`config.mk`:
```
export PLATFORM = sky130hd
export DESIGN_NAME = spi_master_flat
export DESIGN_NICKNAME = d
export VERILOG_FILES = /design/src/rtl/spi_master_if.sv /design/src/rtl/spi_master.sv /design/src/flat_wrapper.sv
export SDC_FILE = /design/constraint.sdc
export NUM_CORES = 1
export LEC_CHECK = 0
export ABC_CLOCK_PERIOD_IN_PS = 5350
export CORE_MARGIN = 5
export CORE_UTILIZATION = 60
export CTS_BUF_LIST = sky130_fd_sc_hd__clkbuf_4 sky130_fd_sc_hd__clkbuf_8
export CTS_CLUSTER_DIAMETER = 100
export DETAILED_ROUTE_END_ITERATION = 6
export PLACE_DENSITY = 0.85
export SETUP_SLACK_MARGIN = 0.05
export SYNTH_ARGS = -nofsm -noshare
export SYNTH_HDL_FRONTEND = slang
export SYNTH_SLANG_ARGS = --single-unit
```
`constraint.sdc`:
```
create_clock -name clk -period 5.35 [get_ports clk]
set_input_delay 0.535 -clock clk [delete_from_list [all_inputs] [get_ports clk]]
set_output_delay 0.535 -clock clk [all_outputs]
set_load 0.01 [all_outputs]
```
`src/rtl/spi_master_if.sv`:
```
// rtl/spi_master_if.sv - control and serial pin bundle for spi_master
// master modport is the side that requests frames; slave modport is spi_master itself.
interface spi_master_if #(
  parameter int WIDTH = 8
);
  logic             start;
  logic [WIDTH-1:0] tx_data;
  logic             busy;
  logic             done;
  logic [WIDTH-1:0] rx_data;
  logic             spi_ck;
  logic             spi_mosi;
  logic             spi_miso;
  logic             spi_nss;

  modport master (
    output start, tx_data, spi_miso,
    input  busy, done, rx_data, spi_ck, spi_mosi, spi_nss
  );

  modport slave (
    input  start, tx_data, spi_miso,
    output busy, done, rx_data, spi_ck, spi_mosi, spi_nss
  );
endinterface

```
`src/rtl/spi_master.sv`:
```
// rtl/spi_master.sv - SPI mode-0 master, one WIDTH-bit frame per accepted start
// Frame: SETUP, SHIFT (2*WIDTH SCK edges), HOLD, then GAP with nss high before IDLE.
module spi_master #(
  parameter int CLK_DIV = 4,
  parameter int WIDTH   = 8
) (
  input  logic         clk,
  input  logic         nrst,
  spi_master_if.slave  bus
);

  localparam logic [2:0] S_IDLE  = 3'd0;
  localparam logic [2:0] S_SETUP = 3'd1;
  localparam logic [2:0] S_SHIFT = 3'd2;
  localparam logic [2:0] S_HOLD  = 3'd3;
  localparam logic [2:0] S_GAP   = 3'd4;

  localparam int             EW        = $clog2(2 * WIDTH + 1);
  localparam logic [7:0]     DIV_LAST  = 8'(CLK_DIV - 1);
  localparam logic [EW-1:0]  EDGE_LAST = EW'(2 * WIDTH - 1);

  logic [2:0]       state_q,   state_d;
  logic [7:0]       div_q,     div_d;
  logic [EW-1:0]    edge_q,    edge_d;
  logic [WIDTH-1:0] tx_sr_q,   tx_sr_d;
  logic [WIDTH-1:0] rx_sr_q,   rx_sr_d;
  logic [WIDTH-1:0] rx_data_q, rx_data_d;
  logic             busy_q,    busy_d;
  logic             done_q,    done_d;
  logic             ck_q,      ck_d;
  logic             mosi_q,    mosi_d;
  logic             nss_q,     nss_d;

  logic div_wrap;

  assign div_wrap = (div_q == DIV_LAST);

  always_comb begin
    state_d   = state_q;
    div_d     = div_q;
    edge_d    = edge_q;
    tx_sr_d   = tx_sr_q;
    rx_sr_d   = rx_sr_q;
    rx_data_d = rx_data_q;
    busy_d    = busy_q;
    done_d    = 1'b0;
    ck_d      = ck_q;
    mosi_d    = mosi_q;
    nss_d     = nss_q;

    case (state_q)
      S_IDLE: begin
        if (bus.start) begin
          state_d = S_SETUP;
          tx_sr_d = bus.tx_data;
          mosi_d  = bus.tx_data[WIDTH-1];
          busy_d  = 1'b1;
          nss_d   = 1'b0;
          div_d   = 8'd0;
          edge_d  = '0;
        end
      end

      S_SETUP: begin
        if (div_wrap) begin
          div_d   = 8'd0;
          state_d = S_SHIFT;
        end else begin
          div_d = div_q + 8'd1;
        end
      end

      // SCK toggles at the end of every CLK_DIV-cycle half period.
      S_SHIFT: begin
        if (div_wrap) begin
          div_d  = 8'd0;
          ck_d   = ~ck_q;
          edge_d = edge_q + 1'b1;
          if (!ck_q) begin
            rx_sr_d = {rx_sr_q[WIDTH-2:0], bus.spi_miso};
          end else if (edge_q == EDGE_LAST) begin
            state_d = S_HOLD;
          end else begin
            // Rotation keeps every register bit live; only bit WIDTH-2 is presented next.
            tx_sr_d = {tx_sr_q[WIDTH-2:0], tx_sr_q[WIDTH-1]};
            mosi_d  = tx_sr_q[WIDTH-2];
          end
        end else begin
          div_d = div_q + 8'd1;
        end
      end

      S_HOLD: begin
        if (div_wrap) begin
          div_d     = 8'd0;
          state_d   = S_GAP;
          nss_d     = 1'b1;
          rx_data_d = rx_sr_q;
          done_d    = 1'b1;
        end else begin
          div_d = div_q + 8'd1;
        end
      end

      S_GAP: begin
        if (div_wrap) begin
          div_d   = 8'd0;
          state_d = S_IDLE;
          busy_d  = 1'b0;
        end else begin
          div_d = div_q + 8'd1;
        end
      end

      default: begin
        state_d = S_IDLE;
        busy_d  = 1'b0;
        nss_d   = 1'b1;
        ck_d    = 1'b0;
      end
    endcase
  end

  always_ff @(posedge clk or negedge nrst) begin
    if (!nrst) begin
      state_q   <= S_IDLE;
      div_q     <= 8'd0;
      edge_q    <= '0;
      tx_sr_q   <= '0;
      rx_sr_q   <= '0;
      rx_data_q <= '0;
      busy_q    <= 1'b0;
      done_q    <= 1'b0;
      ck_q      <= 1'b0;
      mosi_q    <= 1'b0;
      nss_q     <= 1'b1;
    end else begin
      state_q   <= state_d;
      div_q     <= div_d;
      edge_q    <= edge_d;
      tx_sr_q   <= tx_sr_d;
      rx_sr_q   <= rx_sr_d;
      rx_data_q <= rx_data_d;
      busy_q    <= busy_d;
      done_q    <= done_d;
      ck_q      <= ck_d;
      mosi_q    <= mosi_d;
      nss_q     <= nss_d;
    end
  end

  assign bus.busy     = busy_q;
  assign bus.done     = done_q;
  assign bus.rx_data  = rx_data_q;
  assign bus.spi_ck   = ck_q;
  assign bus.spi_mosi = mosi_q;
  assign bus.spi_nss  = nss_q;

endmodule

```
`src/flat_wrapper.sv`:
```
// flat-port wrapper written by rule: the top's interface ports become plain ports
module spi_master_flat 
#(
  parameter int CLK_DIV = 4,
  parameter int WIDTH   = 8
)
  (clk, nrst, bus_start, bus_tx_data, bus_spi_miso, bus_busy, bus_done, bus_rx_data, bus_spi_ck, bus_spi_mosi, bus_spi_nss);
  spi_master_if #(.WIDTH(WIDTH)) bus_i ();
  input  logic clk;
  input  logic nrst;
  input wire logic [$bits(bus_i.start)-1:0] bus_start;
  input wire logic [$bits(bus_i.tx_data)-1:0] bus_tx_data;
  input wire logic [$bits(bus_i.spi_miso)-1:0] bus_spi_miso;
  output wire logic [$bits(bus_i.busy)-1:0] bus_busy;
  output wire logic [$bits(bus_i.done)-1:0] bus_done;
  output wire logic [$bits(bus_i.rx_data)-1:0] bus_rx_data;
  output wire logic [$bits(bus_i.spi_ck)-1:0] bus_spi_ck;
  output wire logic [$bits(bus_i.spi_mosi)-1:0] bus_spi_mosi;
  output wire logic [$bits(bus_i.spi_nss)-1:0] bus_spi_nss;
  assign bus_i.start = bus_start;
  assign bus_i.tx_data = bus_tx_data;
  assign bus_i.spi_miso = bus_spi_miso;
  assign bus_busy = bus_i.busy;
  assign bus_done = bus_i.done;
  assign bus_rx_data = bus_i.rx_data;
  assign bus_spi_ck = bus_i.spi_ck;
  assign bus_spi_mosi = bus_i.spi_mosi;
  assign bus_spi_nss = bus_i.spi_nss;
  spi_master #(.CLK_DIV(CLK_DIV), .WIDTH(WIDTH)) u_core (.clk(clk), .nrst(nrst), .bus(bus_i));
endmodule
```
==> impl_results.md, run 1 <==
* CP top delay family: simple AND/OR/NAND/NOR gates
* Setup TNS at 0 ns
* Post-synthesis async set-or-reset flop share at 1.00
* Critical path's largest stage delay at 0.84 ns
* Min cycle time layout at 2.53 ns
* Arrival time at the worst endpoint at 2.77 ns
* Logic pwr share at 0.039
* Power, Total at between 0.6 and 0.7 mW
* Worst r2r path cells at 4
* Cell Chain, Critical Path: nor3b_2 > nand3_4 > o21ai_4 > mux2_2
* Layout area overhead at 16.9%
* Pre-antenna DRT Iters at 4
* Worst-skew pair later-pin latency at 0.36 ns
* Initial Util at 0.636
* CP required at 5.60 ns
* Status: finished, final reports clean
* Setup crit start: u_core.state_q[2]$_DFFE_PN0P_
* Net switching power at 0.125 mW
* CP Buf/Inv Count at 0
* CP Capture Type: flop
* Largest net degree at the start of global routing at 45
* Top-Level Pins at 25
* Post-synthesis cell area at around 2200 µm²
* R2R Setup Slk at 2.82 ns
* Hold_buf cts at 0
* Antenna Cells at 0
* Slew HR at 0.363
* Clock sinks at 44
* Number of library cell types mapped by synthesis at 47
* PostCTS Resize Cnt at 0
* Sw Ratio at 0.186
* Worst slew pin tran at 0.956 ns
* Wire per inst at roughly 16 µm
* Placed Instance Area at 2410 µm²
* Crit-path slowest cell: nor3b_2
* Initial antenna violation count at 0
* Register area share after synthesis at 0.507
* Power density over the cells at 265 nW/µm²
* Pins over their slew limit at 0
* Vias in the first global route at 1524
* Reg clk slew, reported paths at 0.13 ns
* Launch point of the worst reg-to-reg path: u_core.state_q[2]$_DFFE_PN0P_
* Routed vias/inst at 5.73
* Pint at 0.547 mW
* Most frequent cells after synthesis: dfrtp_1, mux2_2, nor2_1
* Final std cell area, no fill at 2540 µm²
* Row count at 21
* Max VDD drop at roughly 0.00018 V
* Top cell type's share of synthesized area at 0.495
* Core ar. at 3420 µm²
* Fin. Hold Viols at 0
* Fraction of layout cells with a size suffix above 1 at 0.262
* Synth top area cells: dfrtp_1, mux2_2, nand3_1
* Clock Tree Root: clkbuf_4
* Syn. warnings at 0
* Post-CTS Setup Bufs at 0
* GPL Wtd Cong at between 0.7 and 0.8
* RSZ-0062 raised after global routing: no
* Die Ht at 70.2 µm
* Setup violators final at 0
* Max Cap Viol at 0
* Most numerous cell in the Yosys netlist: dfrtp_1
* H-tree depth at 2
* Max Root-Sink Buffers at 2
* Port Buffers at 24
* Post-DP HPWL at 2.80 mm
* Die area at 4920 µm²
* Total gr overflow at 0
* DRC viols at 0
* Nets at ~220
* FMAX at 396 MHz
* Routed via count at between 1k and 1.5k
* CP Launch Type: flop
* Number of enable flip-flop cells after synthesis at 0
* GRT Util Overall at 0.189
* Synthesized flop and latch total at 44
* Hold_ws at 0.308 ns
* Worst Skew at ~0.011 ns
* Syn_area_per_cell at between 10 and 15 µm²
* Top FF cell, synth: dfrtp_1
* Global-route wire length before repair at around 7.3 mm
* Reg-to-reg endpoint: u_core.tx_sr_q[4]$_DFFE_PN0P_
* Crit-path max FO at 19
* Utilization after layout at 0.744
* Hold WC Path Type: input pin to async pin
* CP Class: flop to flop
* Syn_nets at 193
* Period Utilization, post-route at 0.472
* Leak at 1.10 nW
* Clock network power share at 0.449
* Routed WL at 4.07 mm
* Initial DRC Count at 138
* Post-synth top area cell: dfrtp_1
* CTS tree: built
* Die X-Extent at 70.2 µm
* Cells after Synth at 178
* Post-route antenna net violation count at 0
* TritonCTS Buffers at 5
* Sequential power share at 0.512
-- worst register-to-register path, delay by kind of cell, from the launching register on --
family	cells	cell delay, ns
AOI/OAI and AO/OA	1	0.35
muxes	1	0.38
and+or+nand+nor	2	1.09
DFF	1	0.60
-- layer usage --
layer	GRT usage	routed length, µm
met5	0	0
met4	0.0787	74
met3	0.0531	142
met2	0.303	2040
met1	0.241	1810
-- through the flow --
step | std cells | setup slack, ns
after floorplan | 178 | 3.49
after global placement | 240 | 2.98
after detailed placement | 240 | 2.89
after CTS | 248 | 2.83
after global routing | 248 | 2.65
final | 248 | 2.82
-- flip-flops by register name, summed over array words and instances (netlist names) --
name and count:
u_core.div_q 8, u_core.bus.rx_data 8, u_core.tx_sr_q 7, u_core.state_q 3, u_core.bus.busy 1, u_core.bus.done 1, u_core.bus.spi_nss 1, u_core.edge_q 5
u_core.bus.spi_mosi 1, u_core.bus.spi_ck 1, u_core.rx_sr_q 8
-- how the worst max path moves through the flow --
stage	cells past startpoint	end	slack [ns]
final	4	u_core.tx_sr_q[4]$_DFFE_PN0P_	2.82
after CTS	4	u_core.tx_sr_q[1]$_DFFE_PN0P_	2.83
after global routing	4	u_core.tx_sr_q[5]$_DFFE_PN0P_	2.65
after global placement	4	u_core.tx_sr_q[5]$_DFFE_PN0P_	2.98
after detailed placement	4	u_core.tx_sr_q[5]$_DFFE_PN0P_	2.89
after floorplan	5	u_core.bus.spi_mosi$_DFFE_PN0P_	3.49
-- power by group through the flow --
| stage | sequential [mW] | combinational (mW) | clock [mW] |
|---|---|---|---|
| after floorplan | 0.349 | 0.00880 | 0 |
| after CTS | 0.344 | 0.0268 | 0.306 |
| after detailed placement | 0.350 | 0.0265 | 0 |
| final | 0.344 | 0.0260 | 0.302 |
| after global placement | 0.350 | 0.0254 | 0 |
| after global routing | 0.345 | 0.0293 | 0.323 |
-- kinds of logic after synthesis --
| group | after synthesis | synth area share |
|---|---|---|
| xor+xnor | 7 | 0.0282 |
| fa+ha+maj | 3 | 0.0173 |
| simple gates | 59 | 0.175 |
| compound gates | 23 | 0.0789 |
| buf+inv | 10 | 0.0277 |
| mux | 32 | 0.166 |
| flops | 44 | 0.507 |
-- area by class of cell --
cell class	instances	area [µm²]
inverters	2	7.51
multi-input cells	124	1010
clock inverters	3	90.1
clock buffers	5	37.5
flip-flops and latches	44	1100
repair buffers	24	235
well taps	46	57.6
fillers	234	876
-- layout by cell type, fill, tap and decap left out, drive strengths merged, types with 3 or more instances in the layout --
cell / netlist / layout
nor3b: 3 / 3
nor3: 4 / 4
ha: 3 / 3
nand3: 12 / 12
a21oi: 3 / 3
or3: 3 / 3
clkbuf: 5 / 5
xnor2: 6 / 6
mux2: 32 / 32
nor2: 13 / 13
dfrtp: 43 / 43
clkdlybuf4s50: 0 / 23
nor4: 3 / 3
bufinv: 0 / 3
o21ai: 7 / 7
nand2: 6 / 6
a21boi: 3 / 3
Note: power is estimated with default switching activity, not from simulation.
==> inputs of run 2 (changes only) <==
--- a/config.mk
+++ b/config.mk
@@ -5,13 +5,13 @@
 export SDC_FILE = /design/constraint.sdc
 export NUM_CORES = 1
 export LEC_CHECK = 0
-export ABC_CLOCK_PERIOD_IN_PS = 5350
+export ABC_CLOCK_PERIOD_IN_PS = 2200
 export CORE_MARGIN = 5
-export CORE_UTILIZATION = 60
+export CORE_UTILIZATION = 52
 export CTS_BUF_LIST = sky130_fd_sc_hd__clkbuf_4 sky130_fd_sc_hd__clkbuf_8
 export CTS_CLUSTER_DIAMETER = 100
 export DETAILED_ROUTE_END_ITERATION = 6
-export PLACE_DENSITY = 0.85
+export PLACE_DENSITY = 0.78
 export SETUP_SLACK_MARGIN = 0.05
 export SYNTH_ARGS = -nofsm -noshare
 export SYNTH_HDL_FRONTEND = slang
==> constraint.sdc (replaced) <==
create_clock -name clk -period 2.2 [get_ports clk]
set_input_delay 0.22 -clock clk [delete_from_list [all_inputs] [get_ports clk]]
set_output_delay 0.22 -clock clk [all_outputs]
set_load 0.01 [all_outputs]
==> run 2 against run 1 <==
  * Cell count grew 5.6%
  * Core utilization shrank 9.5 points
  * Setup slack lost 2.7 ns
  * Cell area grew 2.9%
  * Sequential share of layout area shrank 1.2 points
  * First-iteration DRC count shrank 50%
  * Count of clock-buffer cells in the layout is the same
  * Maximum frequency grew 23%
  * Clock power grew 110%
  * Die area grew 13%
  * Largest power group unchanged
  * Highest routed layer unchanged
==> impl_results.md, run 2 (synthesized netlist as in run 1, its figures left out) <==
* Vias in the first global route at 1588 (+4.2%)
* Leak at 1.14 nW (+3.5%)
* CP Launch Type: flop
* Power density over the cells at 588 nW/µm² (+120%)
* Worst Skew at 0.00726 ns (-0.00405 ns)
* Final Non-Filler Cells at 262 (+5.6%)
* Nets at 226 (+4.6%)
* GRT Util Overall at 0.175 (-0.0146)
* Routed WL at 4.25 mm (+4.4%)
* Utilization after layout at 0.648 (-0.0951)
* Fin. Hold Viols at 0 (unchanged)
* Max Root-Sink Buffers at 2 (unchanged)
* Port Buffers at 24 (unchanged)
* Worst-skew pair later-pin latency at 0.30 ns (-0.06 ns)
* Initial Util at 0.539 (-0.0968)
* Reg clk slew, reported paths at 0.09 ns (-0.04 ns)
* CTS tree: built
* Cell count after placement at 252 (+5.0%)
* Initial DRC Count at 69 (-50%)
* Arrival time at the worst endpoint at 2.24 ns (-0.53 ns)
* TritonCTS Buffers at 5 (unchanged)
* CP Capture Type: flop
* R2R Setup Slk at 0.14 ns (-2.68 ns)
* Fraction of layout cells with a size suffix above 1 at 0.297 (+0.0348)
* Commonest non-fill, non-tap cell in the layout: dfrtp_1
* Slew HR at 0.397 (+0.0336)
* Row count at 23 (+9.5%)
* Post-route antenna net violation count at 0 (unchanged)
* Routed via count at 1511 (+6.3%)
* Worst r2r path cells at 5 (+1)
* Reg-to-reg endpoint: u_core.tx_sr_q[4]$_DFFE_PN0P_
* Setup TNS at 0 ns (unchanged)
* Die area at 5570 µm² (+13%)
* Layout area overhead at 20.3%
* Top-Level Pins at 25 (unchanged)
* Min cycle time layout at 2.06 ns (-0.465 ns)
* CP required at 2.38 ns (-3.22 ns)
* Die Ht at 74.6 µm (+6.4%)
* Pre-antenna DRT Iters at 5 (+1)
* Hold WC Path Type: input pin to async pin
* Core ar. at 4030 µm² (+18%)
* Max VDD drop at 0.000789 V (+350%)
* Clock sinks at 44 (unchanged)
* Power, Total at 1.53 mW (+130%)
* Launch point of the worst reg-to-reg path: u_core.div_q[0]$_DFFE_PN0P_
* Initial antenna violation count at 0 (unchanged)
* Crit-path slowest cell: dfrtp_1
* Largest net degree at the start of global routing at 26 (-42%)
* Crit-path max FO at 10 (-9)
* Global-route wire length before repair at 7.47 mm (+2.6%)
* Status: finished, final reports clean
* Total gr overflow at 0 (unchanged)
* Fill cells at 306 (+31%)
* Most frequent cells in the layout: dfrtp_1, mux2_2, clkdlybuf4s50_1, nor2_1, nand3_1
* Max Cap Viol at 0 (unchanged)
* Clock Tree Root: clkbuf_8
* Critical path's largest stage delay at 0.45 ns (-0.39 ns)
* Cell Chain, Critical Path: ha_1 > nor4b_4 > nand3_4 > o21ai_4 > mux2_2
* Setup violators final at 0 (unchanged)
* H-tree depth at 2 (unchanged)
* Routed vias/inst at 5.77 (+0.65%)
* CP Class: flop to flop
* Worst slew pin tran at 0.897 ns (-0.0587 ns)
* Period Utilization, post-route at 0.937 (+0.465)
* Wire per inst at 16.2 µm (-1.1%)
* Antenna Cells at 0 (unchanged)
* DRC viols at 0 (unchanged)
* RSZ-0062 raised after global routing: no
* Post-DP HPWL at 3.06 mm (+9.3%)
* Die X-Extent at 74.6 µm (+6.4%)
* FMAX at 485 MHz (+23%)
* GPL Wtd Cong at 0.818 (+12%)
* Pins over their slew limit at 0 (unchanged)
-- run 2: cell type report --
class                   count  area, µm²  area share
well taps                  50       62.6      0.0239
repair buffers             34        313       0.120
inverters                   2       7.51     0.00287
flip-flops and latches     44       1100       0.422
multi-input cells         124       1010       0.387
clock buffers               5       68.8      0.0263
clock inverters             3       46.3      0.0177
-- run 2: metrics by stage --
stage | worst slack [ns] | area, µm² | hold WS [ns]
3_3_place_gp | 0.179 | 2480 | 0.184
3_5_place_dp | 0.124 | 2480 | 0.188
6_report | 0.138 | 2610 | 0.390
5_1_grt | 0.0458 | 2610 | 0.453
2_1_floorplan | 0.344 | 2170 | -0.0756
4_1_cts | 0.0878 | 2600 | 0.405
-- run 2: what timing repair did --
| item | in CTS | in global routing |
|---|---|---|
| gates resized for setup | 0 | 2 |
| buffers inserted | 0 | 1 |
| hold buffers | 1 | 0 |
| endpoints found under the setup margin | 0 | 17 |
| endpoints found under the hold margin | 18 | 0 |
-- run 2: where the power goes --
group	internal (mW)	total [mW]	switching (mW)
registers	0.825	0.835	0.00990
logic	0.0384	0.0657	0.0273
clock network	0.342	0.634	0.292
total	1.21	1.53	0.329
-- run 2: worst max-delay path by stage --
stage | startpoint | depth (start not counted) | to | slack [ns]
after floorplan | u_core.state_q[2]$_DFFE_PN0P_ | 5 | u_core.bus.spi_mosi$_DFFE_PN0P_ | 0.34
after global placement | bus_start | 5 | u_core.tx_sr_q[4]$_DFFE_PN0P_ | 0.18
after detailed placement | u_core.div_q[0]$_DFFE_PN0P_ | 6 | u_core.state_q[0]$_DFFE_PN0P_ | 0.12
after CTS | u_core.div_q[0]$_DFFE_PN0P_ | 6 | u_core.state_q[0]$_DFFE_PN0P_ | 0.09
after global routing | u_core.div_q[0]$_DFFE_PN0P_ | 5 | u_core.tx_sr_q[1]$_DFFE_PN0P_ | 0.05
final | u_core.div_q[0]$_DFFE_PN0P_ | 5 | u_core.tx_sr_q[4]$_DFFE_PN0P_ | 0.14
-- run 2: per-layer routing --
layer	up-vias	global-route usage	share of wire
li1	714	-	-
met1	763	0.216	0.43
met2	28	0.304	0.53
met3	6	0.0454	0.032
met4	0	0.0474	0.012
met5	-	0	0
-- run 2: worst max-delay path, delay by kind of cell, from the launching register on --
family	cells	cell delay (ns)
simple gates	2	0.56
flops	1	0.45
fa+ha+maj	1	0.25
mux	1	0.38
compound gates	1	0.31
